### src/rtl/ap_accum_array.sv
`timescale 1ns/1ps
`default_nettype none
// ============================================================================
// Module      : ap_accum_array
// Description : Multi-lane saturating accumulator (optionally approximate low
//               bits) that sums one N-term vector stream per job.
// Revision    : 1.0 - initial release
// ============================================================================
module ap_accum_array #(
    parameter int WIDTH       = 12,
    parameter int LANES       = 3,
    parameter int TERMS_W     = 8,
    parameter int APPROX_BITS = 0
) (
    input  logic                     clk,
    input  logic                     rst_n,
    input  logic                     start,
    input  logic [TERMS_W-1:0]       n_terms,
    input  logic                     in_valid,
    output logic                     in_ready,
    input  logic [LANES*WIDTH-1:0]   in_data,
    output logic                     out_valid,
    input  logic                     out_ready,
    output logic [LANES*WIDTH-1:0]   out_data,
    output logic [LANES-1:0]         out_sat,
    output logic                     busy
);

    typedef enum logic [1:0] {
        S_IDLE  = 2'd0,
        S_ACCUM = 2'd1,
        S_DONE  = 2'd2
    } state_t;

    localparam logic [WIDTH-1:0]   c_max = {1'b0, {(WIDTH-1){1'b1}}};
    localparam logic [WIDTH-1:0]   c_min = {1'b1, {(WIDTH-1){1'b0}}};
    localparam logic [TERMS_W-1:0] c_one = TERMS_W'(1);

    state_t                  r_state;
    logic [TERMS_W-1:0]      r_count;
    logic [LANES*WIDTH-1:0]  r_acc;
    logic [LANES-1:0]        r_sat;
    logic                    r_in_ready;
    logic                    r_out_valid;
    logic                    r_busy;

    logic [LANES*WIDTH-1:0]  w_sum;
    logic [LANES-1:0]        w_clamp;
    logic                    w_beat;

    assign w_beat = in_valid & r_in_ready;

    generate
        for (genvar l = 0; l < LANES; l++) begin : g_lane
            logic [WIDTH-1:0] w_a;
            logic [WIDTH-1:0] w_x;
            logic [WIDTH:0]   w_s;

            assign w_a = r_acc[l*WIDTH +: WIDTH];
            assign w_x = in_data[l*WIDTH +: WIDTH];

            if (APPROX_BITS == 0) begin : g_exact
                assign w_s = {w_a[WIDTH-1], w_a} + {w_x[WIDTH-1], w_x};
            end else begin : g_approx
                localparam int c_k = APPROX_BITS;
                logic [WIDTH-c_k:0] w_hi;
                logic               w_cin;

                // Lower-part-OR: low bits are ORed, their top AND feeds the exact upper adder.
                assign w_cin = w_a[c_k-1] & w_x[c_k-1];
                assign w_hi  = {w_a[WIDTH-1], w_a[WIDTH-1:c_k]}
                             + {w_x[WIDTH-1], w_x[WIDTH-1:c_k]}
                             + {{(WIDTH-c_k){1'b0}}, w_cin};
                assign w_s   = {w_hi, w_a[c_k-1:0] | w_x[c_k-1:0]};
            end

            // The extra sum bit disagreeing with the sign bit means the lane left range.
            assign w_clamp[l] = w_s[WIDTH] ^ w_s[WIDTH-1];
            assign w_sum[l*WIDTH +: WIDTH] = w_clamp[l] ? (w_s[WIDTH] ? c_min : c_max)
                                                        : w_s[WIDTH-1:0];
        end
    endgenerate

    always_ff @(posedge clk or negedge rst_n) begin
        if (!rst_n) begin
            r_state     <= S_IDLE;
            r_count     <= '0;
            r_acc       <= '0;
            r_sat       <= '0;
            r_in_ready  <= 1'b0;
            r_out_valid <= 1'b0;
            r_busy      <= 1'b0;
        end else begin
            case (r_state)
                S_IDLE: begin
                    if (start) begin
                        r_acc  <= '0;
                        r_sat  <= '0;
                        r_busy <= 1'b1;
                        if (n_terms != '0) begin
                            r_count    <= n_terms;
                            r_in_ready <= 1'b1;
                            r_state    <= S_ACCUM;
                        end else begin
                            r_out_valid <= 1'b1;
                            r_state     <= S_DONE;
                        end
                    end
                end
                S_ACCUM: begin
                    if (w_beat) begin
                        r_acc   <= w_sum;
                        r_sat   <= r_sat | w_clamp;
                        r_count <= r_count - c_one;
                        if (r_count == c_one) begin
                            r_in_ready  <= 1'b0;
                            r_out_valid <= 1'b1;
                            r_state     <= S_DONE;
                        end
                    end
                end
                S_DONE: begin
                    if (out_ready) begin
                        r_out_valid <= 1'b0;
                        r_busy      <= 1'b0;
                        r_state     <= S_IDLE;
                    end
                end
                default: begin
                    r_in_ready  <= 1'b0;
                    r_out_valid <= 1'b0;
                    r_busy      <= 1'b0;
                    r_state     <= S_IDLE;
                end
            endcase
        end
    end

    assign in_ready  = r_in_ready;
    assign out_valid = r_out_valid;
    assign out_data  = r_acc;
    assign out_sat   = r_sat;
    assign busy      = r_busy;

endmodule
`default_nettype wire

### config.mk
export PLATFORM = sky130hd
export DESIGN_NAME = ap_accum_array
export DESIGN_NICKNAME = d
export VERILOG_FILES = /design/src/rtl/ap_accum_array.sv
export SDC_FILE = /design/constraint.sdc
export NUM_CORES = 1
export LEC_CHECK = 0
export BUFFER_PORTS_ARGS = -buffer_cell sky130_fd_sc_hd__clkbuf_2
export CAP_MARGIN = 5
export CORE_UTILIZATION = 50
export DETAILED_ROUTE_END_ITERATION = 8
export PLACE_DENSITY_LB_ADDON = 0.12
export SYNTH_ARGS = -nofsm -noshare
export SYNTH_HDL_FRONTEND = slang
export SYNTH_SLANG_ARGS = --single-unit
### constraint.sdc
create_clock -name clk -period 3.2 [get_ports clk]
set_input_delay 0.16 -clock clk [delete_from_list [all_inputs] [get_ports clk]]
set_output_delay 0.16 -clock clk [all_outputs]
set_load 0.05 [all_outputs]
==> results.py <==
metrics = {
    "routing": {
        "dr.pass1.iters": 4,
        "wirelength_um": 9930,
        "vias_per_cell": 5.80,
        "via_count": 3717,
        "wl_per_cell_um": 15.5,
        "drc_errors": 0,
        "detail-route-antenna-nets": 0,
        "drt_first_iter_violations": 98,
    },
    "power_and_ir_drop": {
        "p_comb_share_pct": 66.2,
        "p_seq_share_pct": 24.0,
        "p_per_area_nw_per_um2": 983,
        "internal_power_mw": 2.20,
        "power.leakage_nw": 2.34,
        "netSwitchingFraction_pct": 53.0,
        "p_switching_mw": 2.48,
        "ir_drop_uv": 503,
        "pwr-share-clk_pct": 9.8,
    },
    "floorplan": {
        "ios": 91,
        "die_area_sq_um": 8350,
        "die_x_um": 91.4,
        "std_cell_rows": 32,
        "start_util_pct": 51.7,
        "core_area_sq_um": 7730,
        "die_y_um": 91.4,
    },
    "run_status": {
        "status": "finished clean",
    },
    "worst_setup_path": {
        "crit_arrival_ns": 3.19,
        "critPathKind": "reg -> reg",
        "r2r_cells": 11,
        "path_max_fanout": 6,
        "required_ns": 3.39,
        "startpoint_type": "flip-flop",
        "crit_path_end_kind": "flip-flop",
    },
    "layout": {
        "area_delta_synth_final_pct": 19.1,
        "n_fill_cell": 689,
        "postLayoutCoreUtil_pct": 61.5,
        "multi_input_area_sq_um": 2620,
        "seq_area_sq_um": 1310,
        "nets": 632,
        "drive_above_1_share_pct": 24.7,
        "diodes": 0,
        "fin_area_sq_um": 4760,
    },
    "clock_network": {
        "path_clk_slew_ns": 0.10,
        "cts_buffer_depth": 2,
        "h-tree-depth": 2,
        "cts_tree": "done",
        "cts.sinks": 52,
        "clk_latency_ns": 0.31,
        "root_buffer": "clkbuf_8",
        "numCtsBuffers": 5,
    },
    "place": {
        "dp_hpwl_um": 7610,
        "gp_congestion": 0.869,
        "place.port_buffers": 90,
        "dpl-instance-area_sq_um": 4610,
    },
    "global_routing": {
        "grt_start_max_net_pins": 30,
        "antenna_found_initial": 0,
        "first_global_vias": 3680,
        "grt_usage_pct": 25.0,
        "grt_pass1_wl_um": 17000,
        "grt_overflow_total": 0,
    },
    "logic_synthesis": {
        "ys.flop_type": "dfrtp_1",
        "synth-async-reset-ratio_pct": 100,
        "yosys.area.top_type_share_pct": 32.6,
        "ys_top_cells_by_area": "dfrtp_1 33%, ha_1 13%, o21ai_0 4.8%",
        "syn_nets": 538,
        "syn_area_per_cell_sq_um": 9.00,
        "yosys_warnings": 0,
        "ys_types": 50,
        "synth-edff-count": 0,
        "yosysSeqAreaShare_pct": 32.6,
        "synth_seq_cells": 52,
        "netlist_instances": 444,
        "synth_largest_area_cell": "dfrtp_1",
        "syn-cell-area_sq_um": 3990,
    },
    "sta": {
        "setup_viol_count_final": 0,
        "worst_pin_slew_ns": 0.871,
        "skew_ns": 0.0127,
        "fmax_ghz": 0.332,
        "min_period_over_period_pct": 94.0,
        "hold_ws_ns": 0.151,
        "timing.slew.headroom_pct": 41.9,
        "hold_viol": 0,
        "rsz0062_at_grt": "no",
        "fin_crit_ns": 3.01,
        "final.setup.tns_ns": 0,
        "slew_violations": 0,
    },
    "min_path": {
        "hp-class": "in -> reg",
        "min_path_cells": 3,
    },
    "job": {
        "maxCapViolations": 0,
    },
}
## path summary, 6_finish.rpt
check                                              start                  endpoint  slack [ns]
worst max-delay path            out_data[13]$_DFFE_PN0P_  out_data[15]$_DFFE_PN0P_        0.19
worst min-delay path                          n_terms[1]    r_count[1]$_DFFE_PN0P_        0.15
worst max register to register  out_data[13]$_DFFE_PN0P_  out_data[15]$_DFFE_PN0P_        0.19
worst min register to register     out_valid$_DFFE_PN0P_     out_valid$_DFFE_PN0P_        0.50
max in group asynchronous                          rst_n  out_data[26]$_DFFE_PN0P_        1.97
min in group asynchronous                          rst_n   out_data[2]$_DFFE_PN0P_        0.40
## critical path: stages, from the launching register on
cell	delay, ns
dfrtp_2	0.44
ha_1	0.27
a21oi_1	0.22
o211ai_1	0.19
o221a_2	0.30
a21o_1	0.19
a21oi_1	0.29
xnor2_1	0.11
ha_1	0.37
nand2_2	0.16
nor3_4	0.07
a221o_1	0.27
## cell families after synthesis
logic type      count (synthesis)  synth area share, %
compound gates                166                 28.8
xor+xnor                       31                 6.80
fa+ha+maj                      45                 14.7
buf+inv                        26                 2.54
flops                          52                 32.6
simple gates                  124                 14.7
## metrics by stage
stage,setup WS (ns),std cells,power (mW)
after floorplan,0.0153,444,3.44
after global placement,0.268,632,4.12
after detailed placement,0.151,632,4.18
after CTS,0.120,641,4.66
after global routing,0.0153,641,5.07
final,0.192,641,4.68
## final cells by class
class                      count  share of cell area (%)
multi-input combinational    366                    55.1
sequential                    52                    27.5
timing repair buffer         100                    11.4
tap                          102                    2.68
clock buffer                   5                    1.45
inverter                      13                    1.03
clock inverter                 3                   0.895
## synth_stat cells, types with 2 or more instances
cell type,number
dfrtp_1,52
ha_1,42
nor2_1,41
o21ai_0,38
a21oi_1,37
nand2_1,28
xor2_1,20
inv_1,13
nand3_1,13
nor3_1,12
nand2b_1,11
xnor2_1,11
a221o_1,10
clkbuf_1,10
o211ai_1,9
o22ai_1,9
a22o_1,8
a211o_1,6
a211oi_1,6
a21o_1,4
a31oi_1,4
nor4_1,4
o21a_1,4
o21ai_1,4
o221a_2,4
a22oi_1,3
a31o_2,3
and2_1,3
buf_2,3
fa_1,3
nor2b_1,3
a21oi_4,2
a221oi_1,2
a32oi_1,2
nor3_2,2
o21bai_1,2
o41ai_1,2
or3_1,2
## layer usage
| layer | wire length [um] | part of all wire (%) | GRT usage, % | vias to the layer above |
|---|---|---|---|---|
| met4 | 85 | 0.86 | 5.29 | 0 |
| met1 | 4790 | 48 | 33.4 | 1767 |
| li1 | - | - | - | 1861 |
| met5 | 0 | 0 | 0 | - |
| met3 | 374 | 3.8 | 3.35 | 8 |
| met2 | 4680 | 47 | 43.2 | 81 |
## state kept, by name (all words and copies together) (netlist names)
signal     flops
out_data      36
r_state        2
in_ready       1
r_count        8
busy           1
out_valid      1
out_sat        3
## repair_timing
item / in CTS / in global routing
gates resized for setup: 0 / 4
hold endpoints to repair: 23 / 0
endpoints found under the setup margin: 0 / 13
setup buffers: 0 / 0
hold buffers: 1 / 0
## cell usage in the layout, fill, tap and decap left out, types with 4 or more instances in the layout
cell type / Yosys / routed
a31oi_1: 4 / 4
a21o_1: 4 / 4
dfrtp_2: 0 / 4
a21oi_1: 37 / 37
a211o_1: 6 / 6
o21ai_0: 38 / 38
buf_4: 0 / 8
dfrtp_1: 52 / 48
nand3_1: 13 / 13
xnor2_1: 11 / 11
a221o_1: 10 / 10
o221a_2: 4 / 4
o21ai_1: 4 / 4
xor2_1: 20 / 20
inv_1: 13 / 13
o21a_1: 4 / 4
a211oi_1: 6 / 4
nor4_1: 4 / 4
clkbuf_2: 0 / 90
nand2b_1: 11 / 11
nor2_1: 41 / 40
ha_1: 42 / 42
clkbuf_8: 0 / 5
o22ai_1: 9 / 9
a22o_1: 8 / 8
nand2_1: 28 / 26
nor3_1: 12 / 12
o211ai_1: 9 / 9
## power groups by stage
stage                     clock [mW]  sequential, mW  combinational, mW
final                          0.460            1.12               3.10
after global routing           0.503            1.16               3.41
after CTS                      0.481            1.12               3.06
after detailed placement           0            1.13               3.04
after global placement             0            1.13               2.99
after floorplan                    0            1.65               1.79
Power figures use the tool's default switching activity.
